### config.mk
export PLATFORM = sky130hd
export DESIGN_NAME = mode_counter
export DESIGN_NICKNAME = d
export VERILOG_FILES = /design/src/rtl/mode_counter.sv
export SDC_FILE = /design/constraint.sdc
export NUM_CORES = 1
export LEC_CHECK = 0
export CORE_AREA = 3 3 49 84
export DETAILED_ROUTE_END_ITERATION = 8
export DIE_AREA = 0 0 52 87
export GPL_ROUTABILITY_DRIVEN = 0
export GPL_TIMING_DRIVEN = 0
export PLACE_DENSITY = 0.94
export SYNTH_ARGS = -nofsm -noshare
export SYNTH_HDL_FRONTEND = slang
export SYNTH_SLANG_ARGS = --single-unit
### constraint.sdc
create_clock -name clk -period 6 [get_ports clk]
set_clock_uncertainty 0.2 [all_clocks]
set_input_delay 1.2 -clock clk [delete_from_list [all_inputs] [get_ports clk]]
set_output_delay 1.2 -clock clk [all_outputs]
set_load 0.02 [all_outputs]
### src/rtl/mode_counter.sv
`default_nettype none
// ============================================================================
//  Module      : mode_counter
//  Description : Parametrised programmable timer/counter. A prescaler gates
//                steps of a WIDTH-bit counter that runs up or down in
//                free-run, modulo or one-shot mode. It has a synchronous
//                clear and parallel load, a registered terminal-count pulse
//                and a one-shot done flag.
//  Revision    : 1.0 - initial release
// ============================================================================
module mode_counter #(
    parameter int WIDTH = 8,
    parameter int PRE_W = 8
) (
    input  logic             clk,
    input  logic             rst,
    input  logic             en,
    input  logic             clr,
    input  logic             load,
    input  logic [WIDTH-1:0] load_val,
    input  logic             dir,
    input  logic [1:0]       mode,
    input  logic [WIDTH-1:0] limit,
    input  logic [PRE_W-1:0] prescale,
    output logic [WIDTH-1:0] count,
    output logic             tc,
    output logic             done,
    output logic             tick
);

    localparam logic [1:0]       c_MODE_MODULO  = 2'b01;
    localparam logic [1:0]       c_MODE_ONESHOT = 2'b10;
    localparam logic [WIDTH-1:0] c_ALL_ONES     = '1;
    localparam logic [WIDTH-1:0] c_ZERO         = '0;

    typedef enum logic [0:0] {
        ST_RUN  = 1'b0,
        ST_HALT = 1'b1
    } state_t;

    state_t           r_state;
    state_t           w_state_nxt;
    logic [WIDTH-1:0] r_count;
    logic [WIDTH-1:0] w_count_nxt;
    logic [PRE_W-1:0] r_pre_cnt;
    logic [PRE_W-1:0] w_pre_nxt;
    logic             r_tc;
    logic             w_tc_nxt;
    logic             r_done;
    logic             w_done_nxt;
    logic             w_tick;
    logic [WIDTH-1:0] w_count_inc;
    logic [WIDTH-1:0] w_count_dec;
    logic             w_at_term;

    // Prescaler strobe: one step is allowed when the prescaler hits its compare value
    always_comb begin
        w_tick      = en && (r_pre_cnt == prescale) && (r_state == ST_RUN);
        w_count_inc = r_count + WIDTH'(1);
        w_count_dec = r_count - WIDTH'(1);
        w_at_term   = dir ? (r_count == c_ZERO) : (r_count >= limit);
    end

    // Next-state logic: clr beats load, load beats a step, otherwise hold
    always_comb begin
        w_state_nxt = r_state;
        w_count_nxt = r_count;
        w_pre_nxt   = r_pre_cnt;
        w_done_nxt  = r_done;
        w_tc_nxt    = 1'b0;

        if (clr) begin
            w_count_nxt = c_ZERO;
            w_pre_nxt   = '0;
            w_done_nxt  = 1'b0;
            w_state_nxt = ST_RUN;
        end else if (load) begin
            w_count_nxt = load_val;
            w_pre_nxt   = '0;
            w_done_nxt  = 1'b0;
            w_state_nxt = ST_RUN;
        end else if (en && (r_state == ST_RUN)) begin
            if (w_tick) begin
                w_pre_nxt = '0;
                case (mode)
                    c_MODE_MODULO: begin
                        if (!dir) begin
                            if (r_count >= limit) begin
                                w_count_nxt = c_ZERO;
                                w_tc_nxt    = 1'b1;
                            end else begin
                                w_count_nxt = w_count_inc;
                            end
                        end else begin
                            if (r_count == c_ZERO) begin
                                w_count_nxt = limit;
                                w_tc_nxt    = 1'b1;
                            end else begin
                                w_count_nxt = w_count_dec;
                            end
                        end
                    end
                    c_MODE_ONESHOT: begin
                        // At the terminal value the count freezes and the FSM parks in HALT
                        if (w_at_term) begin
                            w_tc_nxt    = 1'b1;
                            w_done_nxt  = 1'b1;
                            w_state_nxt = ST_HALT;
                        end else begin
                            w_count_nxt = dir ? w_count_dec : w_count_inc;
                        end
                    end
                    default: begin
                        // Free-run (and the reserved encoding): natural wrap
                        w_count_nxt = dir ? w_count_dec : w_count_inc;
                        w_tc_nxt    = dir ? (r_count == c_ZERO) : (r_count == c_ALL_ONES);
                    end
                endcase
            end else begin
                // Wraps naturally at 2^PRE_W if prescale was lowered below pre_cnt
                w_pre_nxt = r_pre_cnt + PRE_W'(1);
            end
        end
    end

    // State and datapath registers with asynchronous reset
    always_ff @(posedge clk or posedge rst) begin
        if (rst) begin
            r_state   <= ST_RUN;
            r_count   <= c_ZERO;
            r_pre_cnt <= '0;
            r_tc      <= 1'b0;
            r_done    <= 1'b0;
        end else begin
            r_state   <= w_state_nxt;
            r_count   <= w_count_nxt;
            r_pre_cnt <= w_pre_nxt;
            r_tc      <= w_tc_nxt;
            r_done    <= w_done_nxt;
        end
    end

    assign count = r_count;
    assign tc    = r_tc;
    assign done  = r_done;
    assign tick  = w_tick;

endmodule
`default_nettype wire

==> out/metrics.cfg, run 1 <==
[logic_synthesis]
synth-seq-cells = 18
synth_edf_count = 0
synthDistinctLibCells = 59
async_reset_ff_share_pct = 100
synth-simple-area-share_pct = 23.2
synth_fp_nets = 264
netlist_top_cells_count = 19 x nor2_1, 18 x dfrtp_1, 18 x nand2_1
ys_seq_area_share_pct = 23.8
yosysMostFrequentCell = nor2_1
synth_area_leader_cell = dfrtp_1
synthTopCellsByArea = dfrtp_1 24%, ha_1 9.3%, xnor2_1 7.4%, nor2_1 3.8%, nand2_1 3.6%
synth-adder-area-share_pct = 9.27
ys.flop_type = dfrtp_1
synth_top_family_by_area = compound AO/OA/AOI/OAI gates
synth_cells = 218
synth-xor-area-share_pct = 10.2
synth-compound-area-share_pct = 26.7
syn_avg_cell_area_sq_um = 8.67
syn_area_sq_um = 1890
ys_warn_count = 0
synth_mux_area_share_pct = 1.32
synth_top_area_share_pct = 23.8

[worst_setup_path]
path_class = in -> out
cpMostUsedCell = clkdlybuf4s50_1
r2r_start = count[0]
start_kind = input pin
crit_fanout = 6
path_cells = clkdlybuf4s50_1 -> xnor2_1 -> nand3_1 -> nor4_4 -> clkdlybuf4s50_1
startpoint = prescale[3]
slowest_delay_ns = 0.69
r2r-end = count[7]
endpoint = tick
endpoint_kind = output port
reg2reg_depth = 8
slowest_stage = clkdlybuf4s50_1
reg2reg_slack_ns = 3.16
arrival_ns = 3.11
required_ns = 4.60

[timing]
worst-slew-pin-transition_ns = 0.678
setup_violations = 0
finalCritPeriodShare_pct = 75.2
hold_violations = 0
finalMaxSlewViolations = 0
final.setup.tns_ns = 0
slew_headroom_pct = 54.8
max_freq_mhz = 222
rsz0062_at_grt = false
min_period_ns = 4.51

[cells_and_area]
multi_input_area_sq_um = 1340
fill_cells = 278
area_growth_pct = 28.1
final_util_pct = 69.8
fin_nets = 311
drive_gt1_share_pct = 9.85
regArea_sq_um = 450
diodes = 0

[worst_hold_path]
worstHoldPathType = reg -> reg

[global_routing]
grt_first_pass_wirelength_um = 8220
grt_pass1_vias = 1929
overflow = 0
grt_max_degree = 19
grt_util_all_layers_pct = 23.6
antenna_found_initial = 0

[clock_network]
cts_sinks = 18
cts_hold_buf = 0
cts_setup_buffers = 0
cts_tree = done
clockBufferDepth = 2
cts-root-buf = clkbuf_8
numCtsBuffers = 3
htreeDepth = 1
clk_pin_slew_ns = 0.06
ctsResizeCount = 0
clock_latency_ns = 0.25

[die]
core_area_sq_um = 3470
initial_core_util_pct = 54.5
num_io_pins = 43
die_w_um = 52
design.die.area_sq_um = 4520
core.rowCount = 28
fp.dieH_um = 87

[run_status]
status = finished, final reports clean

[power]
power_density_nw_per_um2 = 184
p_leak_nw = 1.01
ir_worst_vdd_uv = 127

[place]
dp_hpwl_um = 4080
port_buffers = 42

[route]
ant_nets = 0
wl_per_cell_um = 16.5
viasPerCell = 6.12
detail_route.wirelength_um = 5100
drc_errors = 0
num_vias = 1890
dr.pass1.iters = 4
drt_iter0_drc = 121

[run]
maxCapViolCount = 0

==> registers in the layout (all words and copies together), names as in the netlist <==
signal     flops
done           1
tc             1
count          8
r_pre_cnt      8
==> power by group <==
part | leakage, nW | internal [W] | switching (W)
clock | 0.0288 | 0.0000583 | 0.0000404
combinational | 0.738 | 0.0000954 | 0.000105
sequential | 0.242 | 0.000129 | 0.0000188
==> cell usage in the layout, fill, tap and decap left out, types with 3 or more instances in the layout <==
cell type	count
a31oi_1	3
o21a_1	5
a32o_1	4
clkbuf_8	4
nor2_1	19
ha_1	14
xor2_1	6
nor2b_1	4
nand2b_1	3
o31ai_1	4
o211ai_1	4
inv_1	17
and3_1	3
nor3_1	4
nand4_1	4
nand2_1	18
nand3_1	5
a21oi_1	5
xnor2_1	16
o21ai_0	10
dfrtp_1	18
clkdlybuf4s50_1	42
==> worst min-delay path by stage <==
stage	depth (start not counted)	start	to
after floorplan	2	r_pre_cnt[7]	r_pre_cnt[7]
after detailed placement	1	done	done
after CTS	1	done	done
after global placement	1	done	done
after global routing	1	done	done
final	1	done	done
==> worst max-delay path: cells and delay by family <==
family / cells / cell delay, ns
buffers and inverters: 2 / 1.16
xor gates and xnor gates: 1 / 0.12
and+or+nand+nor: 2 / 0.62
==> final cells by class <==
cell class / count / area share, %
well taps: 45 / 2.32
flip-flops and latches: 18 / 18.6
inverters: 18 / 2.79
repair buffers: 42 / 17.4
plain buffers: 6 / 1.50
clock buffers: 4 / 2.27
multi-input cells: 176 / 55.2
==> through the flow <==
stage | hold WS [ns] | cell area [sq um] | setup slack [ns] | instances | power [W]
6_report | 0.354 | 2420 | 1.49 | 309 | 0.000447
2_1_floorplan | 0.325 | 1890 | 2.66 | 218 | 0.000277
5_1_grt | 0.380 | 2420 | 1.44 | 309 | 0.000472
3_3_place_gp | 0.323 | 2370 | 1.53 | 305 | 0.000340
4_1_cts | 0.360 | 2420 | 1.47 | 309 | 0.000445
3_5_place_dp | 0.340 | 2370 | 1.49 | 305 | 0.000347
==> cell families after synthesis <==
group / count (synthesis)
adder cells (fa/ha/maj): 14
multiplexers: 2
AO/OA/AOI/OAI: 64
XOR/XNOR: 22
buffers and inverters: 24
AND/OR/NAND/NOR: 74
flip-flops: 18
==> metal layers <==
layer / global-route usage (%) / part of all wire [%] / up-vias
met3: 2.23 / 5.5 / 26
met4: 14.1 / 5.4 / 0
met2: 43.9 / 54 / 102
met5: 0 / 0 / -
met1: 24.3 / 35 / 859
li1: - / - / 903
Power figures use the tool's default switching activity.
==> inputs of run 2 (changes only) <==
==> config.mk (replaced) <==
export PLATFORM = sky130hd
export DESIGN_NAME = mode_counter
export DESIGN_NICKNAME = d
export VERILOG_FILES = /design/src/rtl/mode_counter.sv
export SDC_FILE = /design/constraint.sdc
export NUM_CORES = 1
export LEC_CHECK = 0
export CORE_AREA = 3 3 53 91
export DETAILED_ROUTE_END_ITERATION = 8
export DIE_AREA = 0 0 56 94
export GPL_ROUTABILITY_DRIVEN = 0
export GPL_TIMING_DRIVEN = 0
export PLACE_DENSITY = 0.86
export SYNTH_ARGS = -nofsm -noshare
export SYNTH_HDL_FRONTEND = slang
export SYNTH_SLANG_ARGS = --single-unit
==> constraint.sdc (replaced) <==
create_clock -name clk -period 3.88 [get_ports clk]
set_clock_uncertainty 0.2 [all_clocks]
set_input_delay 0.776 -clock clk [delete_from_list [all_inputs] [get_ports clk]]
set_output_delay 0.776 -clock clk [all_outputs]
set_load 0.02 [all_outputs]
==> run 2 against run 1 <==
  * Cell area is 0.21% higher
  * Via count is 1.6% higher
  * Sequential power is 55% higher
  * Clock power is 58% higher
  * Register-to-register slack worse by 2.1 ns
  * Sequential cell count stayed put
  * Die area is 16% higher
  * Clock-buffer cell count stayed put
  * Worst setup slack worse by 1.2 ns
  * Total power is 54% higher
  * Hold slack worse by 0.0049 ns
==> out/metrics.cfg, run 2 (synthesis gave the netlist of run 1 again) <==
[run_status]
status = finished, final reports clean

[timing]
max_freq_mhz = 276
hold_violations = 0  ; unchanged
finalMaxSlewViolations = 0  ; unchanged
setup_violations = 0  ; unchanged
rsz0062_at_grt = false
min_period_ns = 3.62
finalCritPeriodShare_pct = 93.4
slew_headroom_pct = 54.1  ; -0.64 points
final.setup.tns_ns = 0  ; unchanged
worst-slew-pin-transition_ns = 0.687  ; +0.00963 ns

[power]
ir_worst_vdd_uv = 175  ; +37%
p_leak_nw = 1.01  ; unchanged
power_density_nw_per_um2 = 284  ; +54%

[route]
highest_layer = met4
drc_errors = 0  ; unchanged
dr.pass1.iters = 4  ; unchanged
wl_met3_um = 282  ; unchanged
drt_iter0_drc = 78  ; -36%
num_vias = 1920  ; +1.6%
met1_length_um = 1880  ; +5.5%
wl_met2_um = 2690  ; -2.5%
wl_per_cell_um = 16.4  ; -0.33%
detail_route.wirelength_um = 5150  ; +0.96%
viasPerCell = 6.13  ; +0.29%
ant_nets = 0  ; unchanged

[worst_hold_path]
min_to = done
worstHoldPathType = reg -> reg
whs_path_depth = 1  ; unchanged
holdCritStartpoint = done

[cells_and_area]
final_util_pct = 57.9  ; -12 points
final_cell_mix = 42 x clkdlybuf4s50_1, 19 x nor2_1, 18 x nand2_1, 18 x dfrtp_1, 17 x inv_1
area_growth_pct = 28.4
final_common_cell = clkdlybuf4s50_1
fin_nets = 311  ; unchanged
fin_cells = 313  ; +1.3%
drive_gt1_share_pct = 9.85  ; unchanged
diodes = 0  ; unchanged

[global_routing]
grt_util_all_layers_pct = 19.9  ; -3.8 points
grt_max_degree = 19  ; unchanged
grt_first_pass_wirelength_um = 8420  ; +2.5%
grt_pass1_vias = 1877  ; -2.7%
antenna_found_initial = 0  ; unchanged
overflow = 0  ; unchanged

[place]
dp_hpwl_um = 4120  ; +1.0%
placed_cells = 309  ; +1.3%
port_buffers = 42  ; unchanged

[die]
die_w_um = 56  ; +7.7%
fp.dieH_um = 94  ; +8.0%
core_area_sq_um = 4190  ; +21%
num_io_pins = 43  ; unchanged
core.rowCount = 31  ; +11%
initial_core_util_pct = 45.1  ; -9.4 points
design.die.area_sq_um = 5260  ; +16%

[clock_network]
htreeDepth = 1  ; unchanged
cts-root-buf = clkbuf_8
cts_setup_buffers = 0  ; unchanged
ctsResizeCount = 0  ; unchanged
numCtsBuffers = 3  ; unchanged
cts_sinks = 18  ; unchanged
clk_pin_slew_ns = 0.07  ; about the same
cts_hold_buf = 0  ; unchanged
cts_tree = done
clockBufferDepth = 2  ; unchanged
clock_latency_ns = 0.26  ; about the same

[worst_setup_path]
arrival_ns = 2.65  ; -0.46 ns
r2r_start = count[0]
crit_fanout = 6  ; unchanged
path_class = in -> out
reg2reg_slack_ns = 1.10  ; -2.06 ns
start_kind = input pin
startpoint = prescale[6]
required_ns = 2.90  ; -1.70 ns
reg2reg_depth = 8  ; unchanged
r2r-end = count[7]
endpoint_kind = output port

[run]
maxCapViolCount = 0  ; unchanged

## run 2: power breakdown
group | total [W] | switching, W | leakage (nW) | internal, W
combinational | 0.000305 | 0.000159 | 0.738 | 0.000147
clock | 0.000156 | 0.0000653 | 0.0288 | 0.0000903
sequential | 0.000229 | 0.0000294 | 0.242 | 0.000200
total | 0.000690 | 0.000253 | 1.01 | 0.000437
## run 2: worst max-delay path: stages
cell	delay, ns
clkdlybuf4s50_1	0.47
xnor2_1	0.12
nand3_1	0.15
nor4_4	0.45
clkdlybuf4s50_1	0.69
## run 2: worst max-delay path by stage
stage | cells past startpoint | to | slack [ns]
floorplan | 8 | count[7] | 1.11
global placement | 5 | tick | 0.24
detailed placement | 5 | tick | 0.25
CTS | 5 | tick | 0.23
global route | 5 | tick | 0.14
finish | 5 | tick | 0.26
## run 2: layout make-up
cell class | instances | area (sq um)
Clock buffer | 4 | 55.1
Multi-Input combinational cell | 176 | 1340
Sequential cell | 18 | 450
Timing Repair Buffer | 42 | 420
Tap cell | 49 | 61.3
Fill cell | 371 | 1760
Buffer | 6 | 36.3
Inverter | 18 | 67.6
## run 2: through the flow
stage	setup slack [ns]	power [W]	cell area, sq um	hold slack (ns)
6_report	0.256	0.000690	2430	0.349
5_1_grt	0.138	0.000723	2430	0.405
3_5_place_dp	0.246	0.000534	2370	0.338
3_3_place_gp	0.243	0.000527	2370	0.317
4_1_cts	0.231	0.000686	2430	0.353
2_1_floorplan	1.11	0.000428	1890	0.325
## run 2: metal layers
layer  track usage (%)  vias to the layer above
met5                 0                        -
met1              21.4                      898
li1                  -                      905
met3              1.79                       27
met2              36.7                       90
met4              11.7                        0
==> inputs of run 3 (changes only) <==
==> config.mk (replaced) <==
export PLATFORM = sky130hd
export DESIGN_NAME = mode_counter
export DESIGN_NICKNAME = d
export VERILOG_FILES = /design/src/rtl/mode_counter.sv
export SDC_FILE = /design/constraint.sdc
export NUM_CORES = 1
export LEC_CHECK = 0
export CORE_AREA = 3 3 48 82
export DETAILED_ROUTE_END_ITERATION = 8
export DIE_AREA = 0 0 51 85
export DONT_BUFFER_PORTS = 1
export GPL_ROUTABILITY_DRIVEN = 0
export GPL_TIMING_DRIVEN = 0
export PLACE_DENSITY = 0.84
export SYNTH_ARGS = -nofsm -noshare
export SYNTH_HDL_FRONTEND = slang
export SYNTH_SLANG_ARGS = --single-unit
==> run 3 against run 2 <==
  * Sequential cell count is the same
  * Maximum frequency increased by 22%
  * Worst setup slack better by 0.65 ns
  * Clock power decreased by 20%
  * Critical path type is now reg -> reg
  * Highest routed layer unchanged
==> out/metrics.cfg, run 3 (synthesis gave the netlist of run 1 again) <==
[route]
detail_route.wirelength_um = 4810  ; -6.6%
drc_errors = 0  ; unchanged
dr.pass1.iters = 4  ; unchanged
ant_nets = 0  ; unchanged
viasPerCell = 6.30  ; +2.8%
num_vias = 1677  ; -13%
drt_iter0_drc = 70  ; -10%
wl_per_cell_um = 18.1  ; +9.9%

[timing]
final.setup.tns_ns = 0  ; unchanged
setup_violations = 0  ; unchanged
max_freq_mhz = 336  ; +22%
worst-slew-pin-transition_ns = 0.665  ; -0.0220 ns
min_period_ns = 2.98  ; -0.646 ns
finalCritPeriodShare_pct = 76.7  ; -17 points
hold_violations = 0  ; unchanged
finalMaxSlewViolations = 0  ; unchanged
rsz0062_at_grt = false
slew_headroom_pct = 55.3  ; +1.2 points

[worst_setup_path]
startpoint = count[0]
arrival_ns = 2.97  ; +0.32 ns
start_kind = flip-flop
reg2reg_depth = 8  ; unchanged
r2r_start = count[0]
path_cells = inv_1 -> ha_1 -> a31oi_1 -> and2b_2 -> o311ai_4 -> a31oi_1 -> o41ai_1 -> a32o_1
r2r-end = count[7]
crit_fanout = 8  ; +2
slowest_delay_ns = 0.60  ; -0.09 ns
slowest_stage = dfrtp_1
endpoint = count[7]
cpMostUsedCell = a31oi_1
path_class = reg -> reg
required_ns = 3.87  ; +0.97 ns
endpoint_kind = flip-flop
reg2reg_slack_ns = 0.90  ; -0.20 ns

[global_routing]
grt_pass1_vias = 1766  ; -5.9%
grt_first_pass_wirelength_um = 8140  ; -3.3%
antenna_found_initial = 0  ; unchanged
overflow = 0  ; unchanged
grt_util_all_layers_pct = 24.0  ; +4.1 points
grt_max_degree = 19  ; unchanged

[cells_and_area]
diodes = 0  ; unchanged
drive_gt1_share_pct = 11.3  ; +1.5 points
fill_cells = 327  ; -12%
final_common_cell = nor2_1
final_cell_mix = 19 x nor2_1, 18 x nand2_1, 18 x dfrtp_1
fin_nets = 269  ; -14%
area_growth_pct = 5.16

[die]
die_w_um = 51  ; -8.9%
num_io_pins = 43  ; unchanged
initial_core_util_pct = 55.6  ; +11 points
fp.dieH_um = 85  ; -9.6%
core_area_sq_um = 3400  ; -19%
design.die.area_sq_um = 4340  ; -18%
core.rowCount = 28  ; -9.7%

[clock_network]
cts_tree = done
cts_setup_buffers = 0  ; unchanged
cts_hold_buf = 0  ; unchanged
numCtsBuffers = 3  ; unchanged
ctsResizeCount = 0  ; unchanged
clk_pin_slew_ns = 0.06  ; about the same
clockBufferDepth = 2  ; unchanged
cts_sinks = 18  ; unchanged
clock_latency_ns = 0.25  ; about the same
cts-root-buf = clkbuf_8
htreeDepth = 1  ; unchanged

[power]
p_sw_w = 0.000233  ; -8.2%
clkPwrFrac_pct = 20.8  ; -1.8 points
p_leak_nw = 0.841  ; -17%
power_frac_comb_pct = 38.6  ; -5.7 points
p_sw_share_pct = 38.6  ; +1.9 points
p_int_w = 0.000369  ; -15%
ir_worst_vdd_uv = 160  ; -8.6%
fin_total_pwr_w = 0.000602  ; -13%
power_frac_seq_pct = 40.6  ; +7.4 points
power_density_nw_per_um2 = 303  ; +6.5%

[place]
dp_hpwl_um = 3870  ; -6.1%
port_buffers = 0  ; -100%

[run_status]
status = finished, final reports clean

[worst_hold_path]
worstHoldPathType = in -> async

[run]
maxCapViolCount = 0  ; unchanged

-- run 3: cell count changes in the layout (fill, tap and decap cells not counted) --
cell	previous run	this run
clkbuf_8	4	3
clkdlybuf4s50_1	42	0
-- run 3: area by class of cell --
class	count	area [sq um]	area share, %
well taps	45	56.3	2.83
flip-flops and latches	18	450	22.7
plain buffers	6	36.3	1.83
clock buffers	3	41.3	2.08
multi-input cells	176	1340	67.2
inverters	18	67.6	3.40
-- run 3: how the worst min path moves through the flow --
stage,to,slack [ns],cells past startpoint
after global placement,r_pre_cnt[7],0.35,2
after floorplan,r_pre_cnt[7],0.32,2
after detailed placement,r_pre_cnt[7],0.35,2
final,count[3],0.30,1
after CTS,count[3],0.33,1
after global routing,count[5],0.36,1
-- run 3: metal layers --
layer  global-route usage, %  vias up  wire (um)
met3                    2.46       10        300
met1                    26.7      778       1740
met4                    8.82        0        133
li1                        -      813          -
met5                       0        -          0
met2                    45.0       76       2630
-- run 3: power groups by stage --
stage | clock, W | sequential [W] | combinational (W)
after floorplan | 0 | 0.000238 | 0.000190
after global placement | 0 | 0.000248 | 0.000223
after detailed placement | 0 | 0.000248 | 0.000229
after CTS | 0.000127 | 0.000244 | 0.000230
after global routing | 0.000135 | 0.000247 | 0.000259
final | 0.000125 | 0.000245 | 0.000232
-- run 3: metrics by stage --
stage	worst slack, ns	instance area [sq um]	utilization, %	std cells	hold slack (ns)
6_report	0.902	1990	58.5	266	0.303
5_1_grt	0.718	1990	58.5	266	0.361
4_1_cts	0.941	1990	58.5	266	0.332
3_5_place_dp	0.877	1950	57.3	263	0.349
3_3_place_gp	0.909	1950	57.3	263	0.346
2_1_floorplan	1.11	1890	-	218	0.325
-- run 3: critical path: cells and delay by family, from the launching register on --
kind | cells | cell delay, ns
AOI/OAI and AO/OA | 5 | 1.35
DFF | 1 | 0.60
adders and majority gates | 1 | 0.31
and+or+nand+nor | 1 | 0.26
buffers and inverters | 1 | 0.19
